## src/rtl/noc_vc_channel_buffer.sv

```systemverilog
// Per-VC buffered link stage with round-robin egress, credit flow control and a sticky error flag.
// Optional even-parity check on ingress flits when NOC_VC_BUF_PARITY_EN is defined.
module noc_vc_channel_buffer #(
  parameter int unsigned FLIT_W       = 68,
  parameter int unsigned NUM_VC       = 2,
  parameter int unsigned DEPTH        = 4,
  parameter int unsigned DOWN_CREDITS = 4
) (
  input  logic              clk,
  input  logic              reset,
  input  logic [FLIT_W-1:0] CHANNEL_IN_IP,
  input  logic [NUM_VC-1:0] FLOW_CTRL_IN_OP,
  output logic [FLIT_W-1:0] CHANNEL_OUT_OP,
  output logic [NUM_VC-1:0] FLOW_CTRL_OUT_IP,
  output logic              ERROR
);

  localparam int unsigned VC_W   = (NUM_VC > 1) ? $clog2(NUM_VC) : 1;
  localparam int unsigned DATA_W = FLIT_W - 1;
  localparam int unsigned PTR_W  = $clog2(DEPTH);
  localparam int unsigned CNT_W  = $clog2(DEPTH + 1);
  localparam int unsigned CRD_W  = $clog2(DOWN_CREDITS + 1);

  // Storage holds everything except the valid bit, which is regenerated on egress.
  logic [DATA_W-1:0] mem_q [NUM_VC][DEPTH];

  logic [PTR_W-1:0] wr_ptr_q [NUM_VC];
  logic [PTR_W-1:0] wr_ptr_d [NUM_VC];
  logic [PTR_W-1:0] rd_ptr_q [NUM_VC];
  logic [PTR_W-1:0] rd_ptr_d [NUM_VC];
  logic [CNT_W-1:0] count_q  [NUM_VC];
  logic [CNT_W-1:0] count_d  [NUM_VC];
  logic [CRD_W-1:0] credit_q [NUM_VC];
  logic [CRD_W-1:0] credit_d [NUM_VC];

  logic [VC_W-1:0]   rr_q, rr_d;
  logic [FLIT_W-1:0] chan_q, chan_d;
  logic [NUM_VC-1:0] fc_q, fc_d;
  logic              err_q, err_d;

  logic              in_valid, vc_ok, par_ok, in_err;
  logic [VC_W-1:0]   in_vc;
  logic [NUM_VC-1:0] wr_en, rd_en, elig, ovf, crd_err;
  logic              gnt_vld;
  logic [VC_W-1:0]   gnt_idx;
  int unsigned       idx;

  // Ingress decode: drop and flag bad VC ids, parity errors and writes to a full FIFO.
  always_comb begin
    in_valid = CHANNEL_IN_IP[0];
    in_vc    = CHANNEL_IN_IP[VC_W:1];
    vc_ok    = 1'b0;
    for (int unsigned v = 0; v < NUM_VC; v++) begin
      if (in_vc == VC_W'(v)) vc_ok = 1'b1;
    end
`ifdef NOC_VC_BUF_PARITY_EN
    par_ok = ~^CHANNEL_IN_IP[FLIT_W-1:1];
`else
    par_ok = 1'b1;
`endif
    in_err = in_valid & (~vc_ok | ~par_ok);
    for (int unsigned v = 0; v < NUM_VC; v++) begin
      wr_en[v] = in_valid & vc_ok & par_ok & (in_vc == VC_W'(v)) &
                 (count_q[v] != CNT_W'(DEPTH));
      ovf[v]   = in_valid & vc_ok & par_ok & (in_vc == VC_W'(v)) &
                 (count_q[v] == CNT_W'(DEPTH));
    end
  end

  // Round-robin arbitration starting at rr_q.
  always_comb begin
    gnt_vld = 1'b0;
    gnt_idx = '0;
    idx     = 0;
    for (int unsigned v = 0; v < NUM_VC; v++) begin
      elig[v] = (count_q[v] != '0) && (credit_q[v] != '0);
    end
    for (int unsigned i = 0; i < NUM_VC; i++) begin
      idx = (32'(rr_q) + i) % NUM_VC;
      if (!gnt_vld && elig[idx]) begin
        gnt_vld = 1'b1;
        gnt_idx = VC_W'(idx);
      end
    end
    for (int unsigned v = 0; v < NUM_VC; v++) begin
      rd_en[v] = gnt_vld && (gnt_idx == VC_W'(v));
    end
  end

  always_comb begin
    for (int unsigned v = 0; v < NUM_VC; v++) begin
      wr_ptr_d[v] = wr_en[v] ? wr_ptr_q[v] + PTR_W'(1) : wr_ptr_q[v];
      rd_ptr_d[v] = rd_en[v] ? rd_ptr_q[v] + PTR_W'(1) : rd_ptr_q[v];
      count_d[v]  = count_q[v] + CNT_W'(wr_en[v]) - CNT_W'(rd_en[v]);
      credit_d[v] = credit_q[v];
      crd_err[v]  = 1'b0;
      unique case ({FLOW_CTRL_IN_OP[v], rd_en[v]})
        2'b10: begin
          if (credit_q[v] == CRD_W'(DOWN_CREDITS)) crd_err[v] = 1'b1;
          else credit_d[v] = credit_q[v] + CRD_W'(1);
        end
        2'b01:   credit_d[v] = credit_q[v] - CRD_W'(1);
        default: credit_d[v] = credit_q[v];
      endcase
    end
    if (gnt_vld) begin
      rr_d   = (gnt_idx == VC_W'(NUM_VC - 1)) ? '0 : gnt_idx + VC_W'(1);
      chan_d = {mem_q[gnt_idx][rd_ptr_q[gnt_idx]], 1'b1};
    end else begin
      rr_d   = rr_q;
      chan_d = '0;
    end
    fc_d  = rd_en;
    err_d = err_q | in_err | (|ovf) | (|crd_err);
  end

  always_ff @(posedge clk or posedge reset) begin
    if (reset) begin
      for (int unsigned v = 0; v < NUM_VC; v++) begin
        wr_ptr_q[v] <= '0;
        rd_ptr_q[v] <= '0;
        count_q[v]  <= '0;
        credit_q[v] <= CRD_W'(DOWN_CREDITS);
      end
      rr_q   <= '0;
      chan_q <= '0;
      fc_q   <= '0;
      err_q  <= 1'b0;
    end else begin
      for (int unsigned v = 0; v < NUM_VC; v++) begin
        wr_ptr_q[v] <= wr_ptr_d[v];
        rd_ptr_q[v] <= rd_ptr_d[v];
        count_q[v]  <= count_d[v];
        credit_q[v] <= credit_d[v];
      end
      rr_q   <= rr_d;
      chan_q <= chan_d;
      fc_q   <= fc_d;
      err_q  <= err_d;
    end
  end

  always_ff @(posedge clk) begin
    for (int unsigned v = 0; v < NUM_VC; v++) begin
      if (wr_en[v]) mem_q[v][wr_ptr_q[v]] <= CHANNEL_IN_IP[FLIT_W-1:1];
    end
  end

  assign CHANNEL_OUT_OP   = chan_q;
  assign FLOW_CTRL_OUT_IP = fc_q;
  assign ERROR            = err_q;

endmodule

```

## config.mk

```make
export PLATFORM = sky130hd
export DESIGN_NAME = noc_vc_channel_buffer
export DESIGN_NICKNAME = d
export VERILOG_FILES = /design/src/rtl/noc_vc_channel_buffer.sv
export SDC_FILE = /design/constraint.sdc
export NUM_CORES = 1
export LEC_CHECK = 0
export BUFFER_PORTS_ARGS = -buffer_cell sky130_fd_sc_hd__buf_4
export CORE_ASPECT_RATIO = 2
export CORE_MARGIN = 3
export CORE_UTILIZATION = 35
export CTS_BUF_LIST = sky130_fd_sc_hd__clkbuf_4 sky130_fd_sc_hd__clkbuf_8
export DETAILED_ROUTE_END_ITERATION = 10
export SLEW_MARGIN = 20
export SYNTH_ARGS = -nofsm -noshare
export SYNTH_HDL_FRONTEND = slang
export SYNTH_SLANG_ARGS = --single-unit
```

## constraint.sdc

```tcl
create_clock -name clk -period 4.5 [get_ports clk]
set_input_delay 0.9 -clock clk [delete_from_list [all_inputs] [get_ports clk]]
set_output_delay 0.9 -clock clk [all_outputs]
set_load 0.03 [all_outputs]
```

* Word-level counts from Yosys, hierarchy flattened
Memory sizes are Yosys's and may differ from the RTL's.
Index checks and enable logic that the tools add are counted.
** Word-level totals
- Register bits after elaboration :: 92
- Latch bits :: 0
- RAM bits :: 536
- Bits in read-only memories :: 0
- Output and inout bits :: 71
- Memories :: 1
** Operators by class
- Add/sub/neg operators :: 14
- $mul :: 0
- Div/mod/pow operators :: 0
- Magnitude comparators :: 8
- Equality and inequality tests :: 12
- Shift operators :: 0
- Muxes and demuxes :: 35
- Bitwise logic cells :: 14
- Reductions and logical operators :: 19
** Memories
- mem_q :: depth 2, width 268, read ports 1, clocked after memory_dff 0, write ports 1, RTL line 25 : logic [DATA_W-1:0] mem_q [NUM_VC][DEPTH];
** Operators with widths (count)
- two-way mux 268 bit :: 4
- demux 67 bit (select 2 bit) :: 2
- two-way mux 67 bit :: 4
- OR reduction 268 bit :: 1
- binary-select mux 67 bit (select 2 bit) :: 1
- two-way mux 68 bit :: 1
- two-way mux 1 bit :: 16
- == test 3 bit, second input constant :: 4
- case mux 3 bit (2 select lines) :: 2
- nonzero test 3 bit :: 4
- >= comparator 3 bit, second input constant :: 3
- NOT 2 -> 3 bit :: 3
- adder 2 x 1 -> 2 bit, second input constant :: 4
- logical AND 1 bit :: 7
- adder 3 x 1 -> 3 bit :: 2
- adder 3 x 1 -> 3 bit, second input constant :: 2
- bitwise AND 1 bit :: 6
- < comparator 3 x 1 -> 1 bit, second input constant :: 2
- two-way mux 2 bit :: 3
- two-way mux 3 bit :: 2
- != test 3 bit, second input constant :: 2
- subtractor 3 x 1 -> 3 bit :: 2
- subtractor 3 x 1 -> 3 bit, second input constant :: 2
- == test 2 x 1 -> 1 bit, second input constant :: 2
- other kinds (12) :: 21

* Longest topological paths before layout
Gate-level depths: netlist of the first run.
- Word-level depth :: 17
- Mapped depth :: 10
- Mapped depth without buffers :: 9

* Worst setup path before layout of the first run
Ideal clock, no wire load.
- Kind :: input -> register
- Start :: input CHANNEL_IN_IP[1]
- End :: memory mem_q[0][0] in the netlist's numbering (enable)
- Setup time :: 0.432 ns
- Arrival time :: 3.075 ns
- Required time :: 4.068 ns
- Slack :: 0.992 ns
- Cell stages on the path :: 3
- Path buffers :: 0
- Path through :: nand2b_1 > a21oi_1 > and2_1
** Between the ends
- Cells in the longest elaborated chain, start to end :: 6
** Ends and longest elaborated chain
- start: declaration :: RTL line 11 : input logic [FLIT_W-1:0] CHANNEL_IN_IP,
- bitwise AND 1 bit or NOT 1 bit (tied branches) :: RTL line 63 : wr_en[v] = in_valid & vc_ok & par_ok & (in_vc == VC_W'(v)) &
- bitwise AND 1 bit :: RTL line 63
- two-way mux 1 bit or bitwise AND 1 bit (tied branches) :: RTL line 145, 63
- two-way mux 268 bit (implied by the code) or two-way mux 1 bit (tied branches) :: RTL line 145 : if (wr_en[v]) mem_q[v][wr_ptr_q[v]] <= CHANNEL_IN_IP[FLIT_W-1:1];
- OR reduction 268 bit (no source line) or two-way mux 268 bit (tied branches)
- two-way mux 1 bit (no source line) or two-way mux 268 bit (tied branches)
- end: declaration :: RTL line 25
Several ways; a longest one is shown, not always the timed one.

* Worst setup path after layout of the first run
- Start :: register count_q[1] in the netlist's numbering
- End :: register chan_q[62] (netlist: CHANNEL_OUT_OP[62])
** Between the ends
- Cells in the longest elaborated chain, start to end :: 17
** Ends and longest elaborated chain
- start: declaration :: RTL line 31 : logic [CNT_W-1:0] count_q [NUM_VC];
- start signal: indexed assignment :: RTL line 133 : count_q[v] <= count_d[v];
- nonzero test 3 bit * :: RTL line 76 : elig[v] = (count_q[v] != '0) && (credit_q[v] != '0);
- logical AND 1 bit * :: RTL line 76
- two-way mux 1 bit (implied by the code) (2 in series) :: RTL line 80 : if (!gnt_vld && elig[idx]) begin
- two-way mux 1 bit :: RTL line 80
- logical NOT 1 bit :: RTL line 80
- logical AND 1 bit :: RTL line 80
- two-way mux 1 bit :: RTL line 80
- NOT 1 -> 2 bit (implied by the code) :: RTL line 108 : chan_d = {mem_q[gnt_idx][rd_ptr_q[gnt_idx]], 1'b1};
- two-way mux 2 bit (implied by the code) (3 in series) :: RTL line 108
- NOT 2 -> 3 bit (implied by the code) :: RTL line 108
- binary-select mux 67 bit (select 2 bit) :: RTL line 108
- two-way mux 67 bit (implied by the code) (2 in series) :: RTL line 108
- two-way mux 68 bit * :: RTL line 106 : if (gnt_vld) begin
- via chan_d[62] :: RTL line 37 : logic [FLIT_W-1:0] chan_q, chan_d;
- end signal: assignment :: RTL line 137 : chan_q <= chan_d;
- end: declaration :: RTL line 37
Mark *: on every way through the listed nets, which the timed path passes. The rest lies on a longest branch. The select of a mux whose other input is x is not followed.
A chain may end at the register's enable or synchronous reset.

==> qor.txt, run 1 <==
Outcome: complete, no violations
Clock transition at path regs: 0.07 ns
Initial antenna violation count: 2
First-pass GRT wire length: 82600 µm
Worst setup SP type: register
Synthesized-area fraction occupied by adder cells: 0.851%
Initial core utilization: 35.4%
Slew margin rel.: 29.7%
Post-synth top area share: 66.7%
Sequential fraction of the synthesis area: 76.3%
Final net count: 1627
GRT Total Usage: 15.4%
Root buf cell: clkbuf_8
WHS: 0.326 ns
WP buf/inv: 2
Crit path time final: 2.78 ns
Syn Area/Cell: 17.8 µm²
Slew Limit Fails: 0
Critical Path Max Stage Delay: 0.60 ns
Max Fclk: 0.359 GHz
Crit-path slowest cell: buf_4
GPL Wtd Cong: 0.732
Finish-stage setup viols: 0
Total gr overflow: 0
# hold bufs at CTS: 0
Port bufs: 142
H-tree lvl count: 3
Worst-Margin Slew: 1.05 ns
Yosys warnings: 0
CP Class: register to register
Routed wire per std cell: 22.2 µm
Placed cells: 2338
WP data required: 5.03 ns
CP top delay family: buffers and inverters
Area of the multi-input gates: 5400 µm²
PostCTS Resize Cnt: 0
Die width: 192 µm
Largest family of logic cells by synthesized area: multiplexers
Die area: 72300 µm²
Simple-Gate Fraction of Synth Area: 3.16%
CTS Buffer Depth: 3
RSZ-0062 raised after global routing: no
Crit path top cell by count: buf_4
Total vias in the final route: 12234
Clock skew: 0.0385 ns
Ys async rst share: 14.6%
Vias per inst: 4.88
Die H: 377 µm
DRT Wirelength: 55700 µm
Largest net degree at the start of global routing: 93
Post-synthesis compound-gate area fraction: 3.62%
Peak VDD IR: 0.000631 V
Clk sinks: 628
Fillers: 6068
Max cap viols: 0
Synth unique cells: 40
Multiplexer share of the synthesized area: 14.1%
Syn Std Cell Area: 24100 µm²
Final ANT Viol Nets: 0
Post-synth EDFFs: 536
Final std cells w/o fill: 2506
Final Cycle Share: 61.9%
Vias in the first global route: 13242
First drt pass iteration count: 5
Post-Route Setup TNS: 0 ns
FF+latch count, synth: 628
I/O pin cnt: 143
Detailed-route DRC error count: 0
Synth area leaders: edfxtp_1 67%, mux2i_1 14%, dfrtp_1 9.3%
XOR/XNOR Fraction of Synth Area: 0.472%
Cell Pwr Density: 717 nW/µm²
HP Class: input pin to async pin
Register Area: 18400 µm²
Endpoints failing hold: 0
Critical path cell sequence: or3_1 -> o311ai_4 -> buf_4 -> buf_4 -> nand2_1 -> a32o_1
WP data arrival: 3.31 ns
Cells after Synth: 1358
Ys flop type: edfxtp_1
Worst-path fanout max: 39
Post-CTS setup buffers: 0
Area added between synthesis and finish: 17.4%
Static leakage power: 10.7 nW
Core area: 68100 µm²
Post-synth top area cell: edfxtp_1
Clock tree from TritonCTS: done
Clk_lat worst skew: 0.66 ns
Dpl hpwl: 32800 µm
Starting DRT DRC Count: 764
TritonCTS buffer count: 88
# rows: 135
Mapped Nets: 1444
Layout cell share with drive strength beyond 1: 20.7%
CP endpoint kind: register
-- final cells by class --
type	instances	share of cell area (%)
flip-flops and latches	628	65.0
multi-input cells	644	19.1
clock buffers	126	5.53
repair buffers	161	4.70
well taps	890	3.93
clock inverters	38	1.49
inverters	18	0.283
diodes	1	0.00884
-- state kept, by name (all words and copies together), names as in the netlist --
signal and cells:
CHANNEL_OUT_OP 68, ERROR 1, FLOW_CTRL_OUT_IP 2, count_q 6, credit_q 6, mem_q 536, rd_ptr_q 4, rr_q 1
wr_ptr_q 4
-- cells in the mapped netlist (3+ instances only) --
cell type	number
ha_1	10
nor2b_1	4
fa_1	4
edfxtp_1	536
dfrtp_1	90
nand2b_1	3
a21oi_1	8
buf_1	12
nand2_1	146
buf_2	17
clkbuf_1	36
o21ai_0	6
nor2_1	9
or3_1	4
mux2i_1	339
a32o_1	67
and2_1	8
inv_1	16
nor3_1	4
buf_6	3
xnor2_1	13
-- worst paths after layout --
check                                     start                      endpoint  slack (ns)  cells after the start
setup / recovery           count_q[1]$_DFF_PP0_  CHANNEL_OUT_OP[62]$_DFF_PP0_        1.72                      6
hold / removal                            reset  CHANNEL_OUT_OP[28]$_DFF_PP0_        0.33                      2
setup reg to reg           count_q[1]$_DFF_PP0_  CHANNEL_OUT_OP[62]$_DFF_PP0_        1.72                      6
hold reg to reg                 ERROR$_DFF_PP0_               ERROR$_DFF_PP0_        0.48                      2
max in group asynchronous                 reset       credit_q[2]$_DFFE_PP1P_        3.47                      3
min in group clk              CHANNEL_IN_IP[65]       mem_q[1][131]$_DFFE_PP_        0.47                      1
-- layout by cell type (no fill, tap or decap), drive strengths merged, types with 2 or more instances in the layout --
cell type    n
bufinv       9
mux2i      339
ha          10
nor4b        2
xnor2       13
nand4        2
clkbuf     126
dfstp        2
nor3         4
a32o        67
nor2         9
inv         20
clkinv      24
nor2b        4
a221o        2
fa           4
o311ai       2
buf        161
a21oi        8
edfxtp     536
and2         8
nand2      146
o21ai        6
nand2b       3
clkinvlp     3
dfrtp       90
or3          4
-- through the flow --
stage	utilization [%]	worst slack, ns	total power [mW]	cell area [µm²]
final	41.6	1.72	20.3	28300
after global routing	41.6	1.57	21.4	28300
after CTS	41.5	1.64	20.7	28200
after detailed placement	38.6	1.25	15.7	26200
after global placement	38.6	1.28	15.6	26200
after floorplan	-	0.992	13.1	24100
-- logic make-up (layout without fill, tap and decap cells) --
family | Yosys count | count (layout)
AND/OR/NAND/NOR | 184 | 184
adder cells (fa/ha/maj) | 14 | 14
flip-flops | 628 | 628
buffers and inverters | 86 | 343
other | 0 | 1
AO/OA/AOI/OAI | 94 | 94
XOR/XNOR | 13 | 13
multiplexers | 339 | 339
-- where the power goes --
group	internal (mW)	total, mW	switching [mW]
Clock	2.78	4.89	2.11
Sequential	7.37	8.04	0.664
Combinational	2.91	7.39	4.48
Total	13.1	20.3	7.26
-- metal layers --
layer	share of wire, %	track usage (%)
met5	0.036	0
met4	2.4	5.31
met2	56	29.2
met1	37	17.0
met3	4.3	2.86
No activity file was read; power rests on OpenSTA's default activity.
==> run 2, diff against run 1 <==
Clock period 4.5 ns to 2.32 ns, I/O delays scaled along.
==> run 2 against run 1 <==
Compared with the run above:
- global-route usage up 0.32 points
- power up 97%
- sequential power up 90%
- fmax up 23%
- critical endpoint is now count_q[5]$_DFF_PP0_
- highest routed layer unchanged
==> qor.txt, run 2 (same netlist as run 1, synthesis figures left out) <==
DRT Wirelength: 56400 µm (+1.3%)
Die width: 192 µm (unchanged)
Die H: 377 µm (unchanged)
Slew Limit Fails: 0 (unchanged)
Pint: 25.5 mW (+96%)
Final std cells w/o fill: 2609 (+4.1%)
Critical register-to-register path startpoint: credit_q[2]$_DFFE_PP1P_
Die area: 72300 µm² (unchanged)
TritonCTS buffer count: 84 (-4.5%)
Fin area: 29400 µm² (+3.9%)
Initial antenna violation count: 6 (+4)
WP data arrival: 2.84 ns (-0.47 ns)
Placed cells: 2375 (+1.6%)
Port bufs: 142 (unchanged)
R2R depth: 8 (+2)
Largest net degree at the start of global routing: 73 (-22%)
Flop pwr share: 38.2% (-1.3 points)
Detailed-route DRC error count: 0 (unchanged)
Power, Total: 40.0 mW (+97%)
Worst-Margin Slew: 0.626 ns (-0.428 ns)
Clk_lat worst skew: 0.68 ns (+0.02 ns)
Worst setup SP type: register
Area after DPL: 26900 µm² (+2.4%)
Cell Pwr Density: 1360 nW/µm² (+89%)
Static leakage power: 11.1 nW (+4.4%)
CP endpoint kind: register
Max reg flops: 536 (unchanged)
Max cap viols: 0 (unchanged)
Clock skew: 0.0403 ns (+0.00181 ns)
GRT Total Usage: 15.7% (+0.32 points)
RSZ-0062 raised after global routing: yes
Slew margin rel.: 58.3% (+29 points)
CP Class: register to register
Clock tree from TritonCTS: done
CTS Buffer Depth: 3 (unchanged)
Vias per inst: 4.96 (+1.6%)
GPL Wtd Cong: 0.733 (+0.26%)
Hold Path Sink: ERROR$_DFF_PP0_
Peak VDD IR: 0.00106 V (+67%)
I/O pin cnt: 143 (unchanged)
Endpoints failing hold: 0 (unchanged)
Routed wire per std cell: 21.6 µm (-2.7%)
Most frequent cells in the layout: 536 x edfxtp_1, 339 x mux2i_1, 166 x buf_4
Worst-path fanout max: 5 (-87%)
HP Class: input pin to register
Final Cycle Share: 97.7% (+36 points)
WP data required: 2.89 ns (-2.14 ns)
# rows: 135 (unchanged)
R2r endpoint: count_q[5]$_DFF_PP0_
Area added between synthesis and finish: 22.0%
Hold Path Cell Cnt: 3
Dpl hpwl: 32000 µm (-2.5%)
Clock transition at path regs: 0.07 ns (about the same)
Outcome: complete, no violations
R2r setup slk: 0.05 ns (-1.66 ns)
Sw Share: 36.2% (+0.43 points)
Crit path time final: 2.27 ns (-0.518 ns)
Post-Route Setup TNS: 0 ns (unchanged)
Total vias in the final route: 12943 (+5.8%)
Core area: 68100 µm² (unchanged)
Clk network pwr share: 21.5% (-2.6 points)
Initial core utilization: 35.4% (unchanged)
WHS: 0.134 ns (-0.192 ns)
Final setup margin: 0.0535 ns (-1.66 ns)
Leading cell type in the layout, fill and taps excluded: edfxtp_1
Hold Crit Start: FLOW_CTRL_IN_OP[1]
Switching power: 14.5 mW (+99%)
Vias in the first global route: 13822 (+4.4%)
Final ANT Viol Nets: 0 (unchanged)
Layout cell share with drive strength beyond 1: 21.7% (+1.1 points)
Comb pwr share: 40.3% (+3.9 points)
Max Fclk: 0.441 GHz (+23%)
Starting DRT DRC Count: 619 (-19%)
DP Worst Slack: -0.0977 ns (-1.35 ns)
H-tree lvl count: 3 (unchanged)
First-pass GRT wire length: 84700 µm (+2.5%)
Total gr overflow: 0 (unchanged)
Clk sinks: 628 (unchanged)
Final net count: 1731 (+6.4%)
First drt pass iteration count: 5 (unchanged)
Finish-stage setup viols: 0 (unchanged)
Util after Layout: 43.2% (+1.6 points)
Root buf cell: clkbuf_8
run 2: cell count changes in the layout (fill, tap and decap cells not counted), sizes merged:
cell / previous run / this run
clkbuf: 126 / 118
dlygate4sd3: 0 / 69
diode: 1 / 4
bufinv: 9 / 3
inv: 20 / 21
clkinv: 24 / 29
buf: 161 / 200
run 2: worst max path at each step:
| stage | slack (ns) | from | endpoint | cells past startpoint |
|---|---|---|---|---|
| floorplan | 0.01 | count_q[1]$_DFF_PP0_ | credit_q[1]$_DFFE_PP0P_ | 9 |
| global placement | -0.04 | credit_q[4]$_DFFE_PP0P_ | credit_q[1]$_DFFE_PP0P_ | 8 |
| detailed placement | -0.1 | count_q[3]$_DFF_PP0_ | credit_q[2]$_DFFE_PP1P_ | 9 |
| CTS | 0.02 | credit_q[1]$_DFFE_PP0P_ | CHANNEL_OUT_OP[59]$_DFF_PP0_ | 7 |
| global route | -0.02 | credit_q[2]$_DFFE_PP1P_ | count_q[5]$_DFF_PP0_ | 8 |
| finish | 0.05 | credit_q[2]$_DFFE_PP1P_ | count_q[5]$_DFF_PP0_ | 8 |
run 2: worst max-delay path: stages (launching register included):
cell and delay (ns):
dfstp_2 0.58, nor3_2 0.08, o311ai_4 0.43, xnor2_1 0.18, ha_2 0.19, inv_1 0.05
fa_2 0.37, xnor2_2 0.14, xnor2_1 0.13
run 2: timing repair:
action                     CTS  global route
setup endpoints to repair   54            30
gates resized for setup      3            10
buffers inserted             0             5
hold buffers                69             0
hold endpoints to repair   546             0
pin swaps                    0             3
run 2: cell type report:
| class | count | area, µm² |
|---|---|---|
| fill | 5972 | 38600 |
| tap | 890 | 1110 |
| multi-input combinational | 644 | 5460 |
| inverter | 18 | 81.3 |
| clock buffer | 118 | 1490 |
| timing repair buffer | 269 | 2600 |
| clock inverter | 38 | 270 |
| sequential | 628 | 18400 |
| antenna | 4 | 10.0 |
run 2: power groups by stage:
stage	Sequential [mW]	Clock (mW)	Combinational, mW
final	15.3	8.58	16.1
after global routing	15.4	9.31	17.4
after CTS	15.3	8.85	16.2
after detailed placement	15.5	0	16.0
after global placement	15.5	0	15.7
after floorplan	16.2	0	9.29
run 2: metal layers:
metal | share of wire, % | wire (µm) | vias up | global-route usage, %
li1 | - | - | 5814 | -
met1 | 40 | 22800 | 6690 | 18.8
met2 | 51 | 28900 | 341 | 27.3
met3 | 5.2 | 2910 | 94 | 3.48
met4 | 3.1 | 1760 | 4 | 6.28
met5 | 0.037 | 21 | - | 0
